$ cat config.mk
export PLATFORM = sky130hd
export DESIGN_NAME = systolic_pe
export DESIGN_NICKNAME = d
export VERILOG_FILES = /design/src/rtl/systolic_pkg.sv /design/src/rtl/pe_lane_mul.sv /design/src/rtl/systolic_pe.sv
export SDC_FILE = /design/constraint.sdc
export NUM_CORES = 1
export LEC_CHECK = 0
export BUFFER_PORTS_ARGS = -buffer_cell sky130_fd_sc_hd__clkbuf_2
export CAP_MARGIN = 0
export CORE_ASPECT_RATIO = 1.4
export CORE_MARGIN = 2
export CORE_UTILIZATION = 55
export DETAILED_ROUTE_END_ITERATION = 6
export HOLD_SLACK_MARGIN = 0.03
export PLACE_DENSITY_LB_ADDON = 0.1
export SLEW_MARGIN = 20
export SYNTH_ARGS = -nofsm -noshare
export SYNTH_HDL_FRONTEND = slang
export SYNTH_SLANG_ARGS = --single-unit
$ cat constraint.sdc
create_clock -name clk -period 15.06 [get_ports clk]
set_clock_uncertainty 0.05 [all_clocks]
set_input_delay 0.753 -clock clk [delete_from_list [all_inputs] [get_ports clk]]
set_output_delay 0.753 -clock clk [all_outputs]
set_load 0.03 [all_outputs]
$ cat src/rtl/systolic_pkg.sv
// systolic_pkg: shared widths, weight-state enum and saturating add for the systolic PE
package systolic_pkg;
  localparam int DEF_A_BITWIDTH = 8;
  localparam int DEF_W_BITWIDTH = 8;
  localparam int DEF_P_BITWIDTH = 24;
  localparam int DEF_LANES = 4;
  typedef enum logic {W_NONE = 1'b0, W_ACTIVE = 1'b1} w_state_e;
  function automatic logic signed [63:0] sat_add(input logic signed [63:0] a, input logic signed [63:0] b, input int p);
    logic signed [63:0] s, hi, lo;
    s = a + b;
    hi = (64'sd1 <<< (p - 1)) - 64'sd1;
    lo = -hi - 64'sd1;
    return s > hi ? hi : s < lo ? lo : s;
  endfunction
endpackage

$ cat src/rtl/pe_lane_mul.sv
// pe_lane_mul: one signed A x W lane multiplier; ports a, w in, full-width signed product p out
module pe_lane_mul #(
  parameter int A_BITWIDTH = 8,
  parameter int W_BITWIDTH = 8
) (
  input  logic [A_BITWIDTH-1:0]                   a,
  input  logic [W_BITWIDTH-1:0]                   w,
  output logic signed [A_BITWIDTH+W_BITWIDTH-1:0] p
);
  assign p = (A_BITWIDTH+W_BITWIDTH)'(signed'(a)) * (A_BITWIDTH+W_BITWIDTH)'(signed'(w));
endmodule

$ cat src/rtl/systolic_pe.sv
// systolic_pe: double-buffered-weight multi-lane MAC PE; weight/activation forwarding, p_out = p_in + dot(a, w_active), optional saturation via SYSTOLIC_PE_SAT_EN
module systolic_pe
  import systolic_pkg::*;
#(
  parameter int A_BITWIDTH = DEF_A_BITWIDTH,
  parameter int W_BITWIDTH = DEF_W_BITWIDTH,
  parameter int P_BITWIDTH = DEF_P_BITWIDTH,
  parameter int LANES      = DEF_LANES
) (
  input  logic                          clk,
  input  logic                          rst,
  input  logic                          w_valid,
  input  logic [LANES*W_BITWIDTH-1:0]   w_in,
  input  logic                          w_swap,
  output logic [LANES*W_BITWIDTH-1:0]   w_out,
  output logic                          w_valid_out,
  output logic                          w_swap_out,
  input  logic                          a_valid,
  input  logic [LANES*A_BITWIDTH-1:0]   a_in,
  output logic [LANES*A_BITWIDTH-1:0]   a_out,
  output logic                          a_valid_out,
  input  logic [P_BITWIDTH-1:0]         p_in,
  output logic [P_BITWIDTH-1:0]         p_out,
  output logic                          p_valid_out,
  output logic                          ovf,
  output logic                          w_state
);
  localparam int AW = A_BITWIDTH + W_BITWIDTH;
  w_state_e state;
  logic [LANES*W_BITWIDTH-1:0] shadow, active, w_eff;
  logic shadow_full, swap_hit;
  logic signed [AW-1:0] prod [LANES];
  logic signed [P_BITWIDTH:0] lane_sum;
  logic [P_BITWIDTH-1:0] p_next;
  assign swap_hit = w_swap && shadow_full;
  assign w_eff = state == W_ACTIVE ? active : '0;
  assign w_state = state;
  for (genvar i = 0; i < LANES; i++) begin : g_lane
    pe_lane_mul #(.A_BITWIDTH(A_BITWIDTH), .W_BITWIDTH(W_BITWIDTH)) u_mul (
      .a(a_in[i*A_BITWIDTH +: A_BITWIDTH]),
      .w(w_eff[i*W_BITWIDTH +: W_BITWIDTH]),
      .p(prod[i])
    );
  end
  always_comb begin
    lane_sum = '0;
    for (int i = 0; i < LANES; i++) lane_sum += (P_BITWIDTH+1)'(prod[i]);
  end
`ifdef SYSTOLIC_PE_SAT_EN
  logic signed [63:0] sat_v;
  logic ovf_hit;
  assign sat_v = sat_add(64'(signed'(p_in)), 64'(lane_sum), P_BITWIDTH);
  assign ovf_hit = sat_v != 64'(signed'(p_in)) + 64'(lane_sum);
  assign p_next = sat_v[P_BITWIDTH-1:0];
  always_ff @(posedge clk)
    if (rst) ovf <= 1'b0;
    else if (a_valid && ovf_hit) ovf <= 1'b1;
`else
  assign p_next = P_BITWIDTH'(lane_sum + (P_BITWIDTH+1)'(signed'(p_in)));
  assign ovf = 1'b0;
`endif
  always_ff @(posedge clk) begin
    if (rst) begin
      state <= W_NONE;
      shadow <= '0;
      active <= '0;
      shadow_full <= 1'b0;
      w_out <= '0;
      w_valid_out <= 1'b0;
      w_swap_out <= 1'b0;
      a_out <= '0;
      a_valid_out <= 1'b0;
      p_out <= '0;
      p_valid_out <= 1'b0;
    end else begin
      w_valid_out <= w_valid;
      w_swap_out <= w_swap;
      a_valid_out <= a_valid;
      p_valid_out <= a_valid;
      if (w_valid) begin
        shadow <= w_in;
        w_out <= w_in;
      end
      shadow_full <= w_valid ? 1'b1 : swap_hit ? 1'b0 : shadow_full;
      if (swap_hit) begin
        active <= shadow;
        state <= W_ACTIVE;
      end
      if (a_valid) begin
        a_out <= a_in;
        p_out <= p_next;
      end
    end
  end
endmodule
After elaboration in Yosys (flattened, before gate mapping)
Cells that the tools add are included.
{"block": "classes", "n_addsub": 4, "mul": 4, "muxes": 3, "reduce_logical": 2}
{"operator": "$mul A8 B8 Y16", "n": 4}
{"operator": "$mux W32", "n": 1}
{"operator": "$add A19 B24 Y24", "n": 1}
{"operator": "$add A18 B16 Y19", "n": 1}
{"operator": "$add A17 B16 Y18", "n": 1}
{"operator": "$add A16 B16 Y17", "n": 1}
{"operator": "$mux W1", "n": 2}
{"operator": "$reduce_bool A2 Y1", "n": 1}
{"operator": "$logic_and A1 B1 Y1", "n": 1}
{"block": "totals", "register_bits": 125, "in_bits": 93, "out_inout_bits": 94, "wordCells": 22}

Logic depth before layout (Yosys ltp)
{"block": "logic_depth", "depth_word": 6, "ltp_mapped": 29, "mapped_depth_nobuf": 27}

By module
From an unflattened synthesis, not the netlist that was laid out.
{"block": "hier_totals", "hier_cells": 2047, "area_unflattened_um2": 17838.4}
{"mod": "systolic_pe", "instances": 1, "cells_per_inst": 901, "area_each_um2": 7751.2}
{"mod": "pe_lane_mul (g_lane[0].u_mul ...)", "instances": 2, "cells_per_inst": 289, "area_each_um2": 2532.4}
{"mod": "pe_lane_mul (g_lane[2].u_mul ...)", "instances": 2, "cells_per_inst": 284, "area_each_um2": 2511.2}

Worst setup path after synthesis
OpenSTA, ideal clock, no wires.
{"block": "synth_timing", "kind": "in2reg", "from": "input port a_in[7]", "to": "register p_out[22]", "setup_time_ns": 0.130, "arrival_time_ns": 7.868, "required_ns": 14.880, "slack_ns": 7.011, "path_stages": 27, "n_path_buf": 1, "path_cell_list": "clkbuf_1 > nand2_1 > inv_1 > fa_1 > inv_1 > fa_1 > inv_1 > fa_1 > inv_1 > fa_1 > inv_1 > fa_1 > fa_1 > inv_1 > fa_1 > fa_1 > inv_1 > ha_1 > a21o_1 > a31oi_1 > a21boi_2 > a2111oi_4 > nor4_2 > a2111oi_4 > a21oi_2 > xnor2_1 > o22ai_1"}
{"block": "synth_between", "elab_chain_len": 5}
{"element": "start: declaration", "line_no": "systolic_pe.sv:19", "text": "input logic [LANES*A_BITWIDTH-1:0] a_in,"}
{"element": "$mul A8 B8 Y16", "line_no": "pe_lane_mul.sv:10", "text": "assign p = (A_BITWIDTH+W_BITWIDTH)'(signed'(a)) * (A_BITWIDTH+W_BITWIDTH)'(signed'(w));"}
{"element": "$add A16 B16 Y17", "line_no": "systolic_pe.sv:47", "text": "for (int i = 0; i < LANES; i++) lane_sum += (P_BITWIDTH+1)'(prod[i]);"}
{"element": "$add A17 B16 Y18", "line_no": "systolic_pe.sv:47"}
{"element": "$add A18 B16 Y19", "line_no": "systolic_pe.sv:47"}
{"element": "$add A19 B24 Y24", "line_no": "systolic_pe.sv:59", "text": "assign p_next = P_BITWIDTH'(lane_sum + (P_BITWIDTH+1)'(signed'(p_in)));"}
{"element": "end signal: assignment", "line_no": "systolic_pe.sv:91", "text": "p_out <= p_next;"}
{"element": "end: declaration", "line_no": "systolic_pe.sv:23", "text": "output logic [P_BITWIDTH-1:0] p_out,"}
No other way between the ends.
A chain may end at the register's enable or synchronous reset.

Worst setup path after layout
{"block": "layout_timing", "from": "register state (netlist: w_state)", "to": "register p_out[22]"}
{"block": "layout_between", "elab_chain_len": 6, "word_cells_on_any_way": 9}
{"element": "start: declaration", "line_no": "systolic_pe.sv:29", "text": "w_state_e state;"}
{"element": "start signal: assignment", "line_no": "systolic_pe.sv:64", "text": "state <= W_NONE;"}
{"element": "start signal: assignment", "line_no": "systolic_pe.sv:87", "text": "state <= W_ACTIVE;"}
{"element": "$mux W32 (*)", "line_no": "systolic_pe.sv:36", "text": "assign w_eff = state == W_ACTIVE ? active : '0;"}
{"element": "$mul A8 B8 Y16", "line_no": "pe_lane_mul.sv:10"}
{"element": "$add A16 B16 Y17", "line_no": "systolic_pe.sv:47"}
{"element": "$add A17 B16 Y18", "line_no": "systolic_pe.sv:47"}
{"element": "$add A18 B16 Y19 (*)", "line_no": "systolic_pe.sv:47"}
{"element": "$add A19 B24 Y24 (*)", "line_no": "systolic_pe.sv:59"}
Mark *: on every way between the ends. The rest lies on a longest branch, timed or not.

==> flow_metrics.env <==
export IMPL_min_path_type="flip-flop to flip-flop"
export IMPL_cts_tree="yes"
export IMPL_numCtsBuffers=17
export IMPL_synth_fp_nets=2414
export IMPL_arrival_ns=9.04
export IMPL_crit_required_ns=15.31
export IMPL_hold_buffers=0
export IMPL_startpoint_type="flip-flop"
export IMPL_cts_setup_buffers=0
export IMPL_die_y_um=216
export IMPL_holdPathEnd="p_out[13]"
export IMPL_wirelength_mm=40.9
export IMPL_cp_num_buf_inv=4
export IMPL_critical_path_depth=24
export IMPL_ant_nets=0
export IMPL_fp_row_count=77
export IMPL_rsz0062_at_grt="no"
export IMPL_finalCriticalPeriod_ns=8.79
export IMPL_fin_nets=2541
export IMPL_layout_common_cells="453 x inv_1, 395 x fa_1, 183 x clkbuf_2"
export IMPL_syn_instance_count=1818
export IMPL_synth_seq_area_share_pct=14.2
export IMPL_synth_ff_type="dfxtp_1"
export IMPL_hp_start="p_out[13]"
export IMPL_dp_hpwl_mm=34.8
export IMPL_cts_resized=0
export IMPL_power_density_mw_per_mm2=51.9
export IMPL_path_max_fanout=108
export IMPL_die_area_mm2=0.0335
export IMPL_area_growth_pct=9.89
export IMPL_cp_top_family="adder cells"
export IMPL_htree_levels=4
export IMPL_ys_async_sr_fraction_pct=0
export IMPL_vias=12300
export IMPL_vdd_ir_drop_worst_mv=0.0741
export IMPL_cap_violations=0
export IMPL_fin_cells=2353
export IMPL_drv_slew=0
export IMPL_antenna_found_initial=0
export IMPL_setup_tns_ns=0
export IMPL_cp_end_kind="flip-flop"
export IMPL_port_buffers=185
export IMPL_timing_final_crit_share_pct=58.4
export IMPL_clk_pin_slew_ns=0.06
export IMPL_ios=187
export IMPL_start_util_pct=55.7
export IMPL_worst_r2r_path_depth=24
export IMPL_path_cells="buf_4 > nand2_1 > or2_2 > fa_1 > fa_1 > inv_1 > fa_1 > fa_1 > fa_1 > fa_1 > inv_1 > fa_1 > fa_1 > inv_1 > ha_1 > a21o_1 > a31oi_1 > a21boi_2 > a2111oi_4 > nor4_2 > a2111oi_4 > a21oi_2 > xnor2_1 > o22ai_1"
export IMPL_grtUsageTotal_pct=26.1
export IMPL_slew_headroom_pct=27.1
export IMPL_syn_area_mm2=0.0176
export IMPL_rr_endpoint="p_out[22]"
export IMPL_grt_pass1_wl_mm=67.2
export IMPL_grt_max_degree=109
export IMPL_placedCellCount=2321
export IMPL_drive_gt1_share_pct=12.3
export IMPL_cts_root_buf="clkbuf_16"
export IMPL_grt_ovfl_total=0
export IMPL_cts_sinks=125
export IMPL_p_leak_nw=10.8
export IMPL_path_class="flip-flop to flip-flop"
export IMPL_r2r_setup_slack_ns=6.27
export IMPL_setup_viol=0
export IMPL_yosys_warnings=0
export IMPL_dr_pass1_iters=5
export IMPL_gp_congestion=0.844
export IMPL_clock_fmax_ghz=0.114
export IMPL_synth_seq_cells=125
export IMPL_wire_per_inst_um=17.4
export IMPL_holdPathStages=2
export IMPL_reg2reg_from="w_state"
export IMPL_drc=0
export IMPL_layout_commonest_cell="inv_1"
export IMPL_ys_types=41
export IMPL_grt_pass1_vias=13200
export IMPL_cpMaxStageDelayCell="buf_4"
export IMPL_core_mm2=0.0316
export IMPL_worst_pin_slew_ns=1.09
export IMPL_chipWidth_um=155
export IMPL_clockBufferDepth=2
export IMPL_drt_vias_per_instance=5.24
export IMPL_n_antenna_cell=0
export IMPL_syn_mean_instance_area_um2=9.68
export IMPL_status="finished, final reports clean"
export IMPL_cp_common_cell="fa_1"
export IMPL_synth_edf_count=0
export IMPL_hold_viol=0
export IMPL_clkLatencyLatePin_ns=0.43
export IMPL_drt_iter0_markers=563
export IMPL_critical_path_max_stage_delay_ns=0.75
==> cell type report <==
type | count | area, µm²
Multi-Input combinational cell | 1160 | 13100
Fill cell | 2786 | 12300
Sequential cell | 125 | 2510
Inverter | 453 | 1700
Timing Repair Buffer | 188 | 953
Tap cell | 395 | 494
Clock buffer | 21 | 450
Clock inverter | 11 | 143
==> state kept, by name (all words and copies together), names as in the netlist <==
register / flops
p_valid_out: 1
a_out: 32
shadow: 32
w_valid_out: 1
active: 32
p_out: 24
w_state: 1
shadow_full: 1
w_swap_out: 1
==> Yosys cell counts, types with 2 or more instances <==
library cell / count / area, µm²
inv_1: 453 / 1700
a21oi_1: 44 / 220
nor2_1: 116 / 435
nand3_1: 37 / 185
mux2i_1: 79 / 791
a2111oi_4: 2 / 55.1
o211ai_1: 2 / 15.0
a41oi_1: 2 / 17.5
dfxtp_1: 125 / 2500
nand2_1: 138 / 518
clkbuf_1: 64 / 240
o22ai_1: 6 / 37.5
a21o_2: 2 / 17.5
xor2_1: 7 / 61.3
ha_1: 108 / 1350
a211oi_1: 3 / 22.5
o21ai_0: 3 / 15.0
and2_1: 11 / 68.8
and3_1: 130 / 813
nand4_1: 2 / 12.5
or2_2: 12 / 75.1
o21ai_1: 2 / 10.0
buf_4: 2 / 15.0
a21o_1: 7 / 52.6
buf_1: 14 / 52.6
nand2b_1: 11 / 68.8
o21a_1: 5 / 37.5
xnor2_1: 23 / 201
a31oi_1: 2 / 12.5
fa_1: 395 / 7910
==> cells by family (layout without fill, tap and decap cells) <==
logic type | count (synthesis) | after routing | share of synthesized area [%]
and+or+nand+nor | 462 | 462 | 12.6
muxes | 79 | 79 | 4.49
adders and majority gates | 503 | 503 | 52.6
DFF | 125 | 125 | 14.2
AOI/OAI and AO/OA | 85 | 85 | 3.17
other | 1 | 1 | 0.0213
xor gates and xnor gates | 30 | 30 | 1.49
buffers and inverters | 533 | 673 | 11.4
==> metal layers <==
metal	global-route usage [%]	wire length, µm	vias to the layer above
met5	0	0	-
met4	10.8	1640	0
met3	3.07	1340	68
met2	48.3	22800	285
met1	30.6	15200	6285
li1	-	-	5681
==> how the worst max path moves through the flow <==
stage,startpoint,to,slack [ns]
after floorplan,a_in[7],p_out[22],7.01
after global placement,a_in[7],p_out[22],6.49
after detailed placement,a_in[7],p_out[22],6.29
after CTS,w_state,p_out[22],6.31
after global routing,w_state,p_out[22],5.83
final,w_state,p_out[22],6.27
==> per-stage QoR <==
stage          util, %  hold WS (ns)  power [mW]  setup WS (ns)  instance area, µm²
4_1_cts           61.2         0.425        1.02           6.31               19300
2_1_floorplan        -         0.386       0.524           7.01               17600
5_1_grt           61.2         0.445        1.05           5.83               19300
3_3_place_gp      59.3         0.409       0.592           6.49               18700
3_5_place_dp      59.3         0.417       0.596           6.29               18700
6_report          61.2         0.423        1.00           6.27               19300
==> where the power goes <==
part	leakage [nW]	switching (mW)	internal [mW]
combinational	9.51	0.142	0.0796
clock	0.287	0.154	0.263
sequential	1.03	0.0165	0.350
total	10.8	0.312	0.692
==> worst register-to-register path, delay by kind of cell (launching register included) <==
kind,cells,cell delay [ns]
compound gates,7,1.55
buf+inv,4,0.93
simple gates,3,0.93
xor+xnor,1,0.14
fa+ha+maj,9,4.32
flops,1,0.73
(Power assumes the default switching activity.)
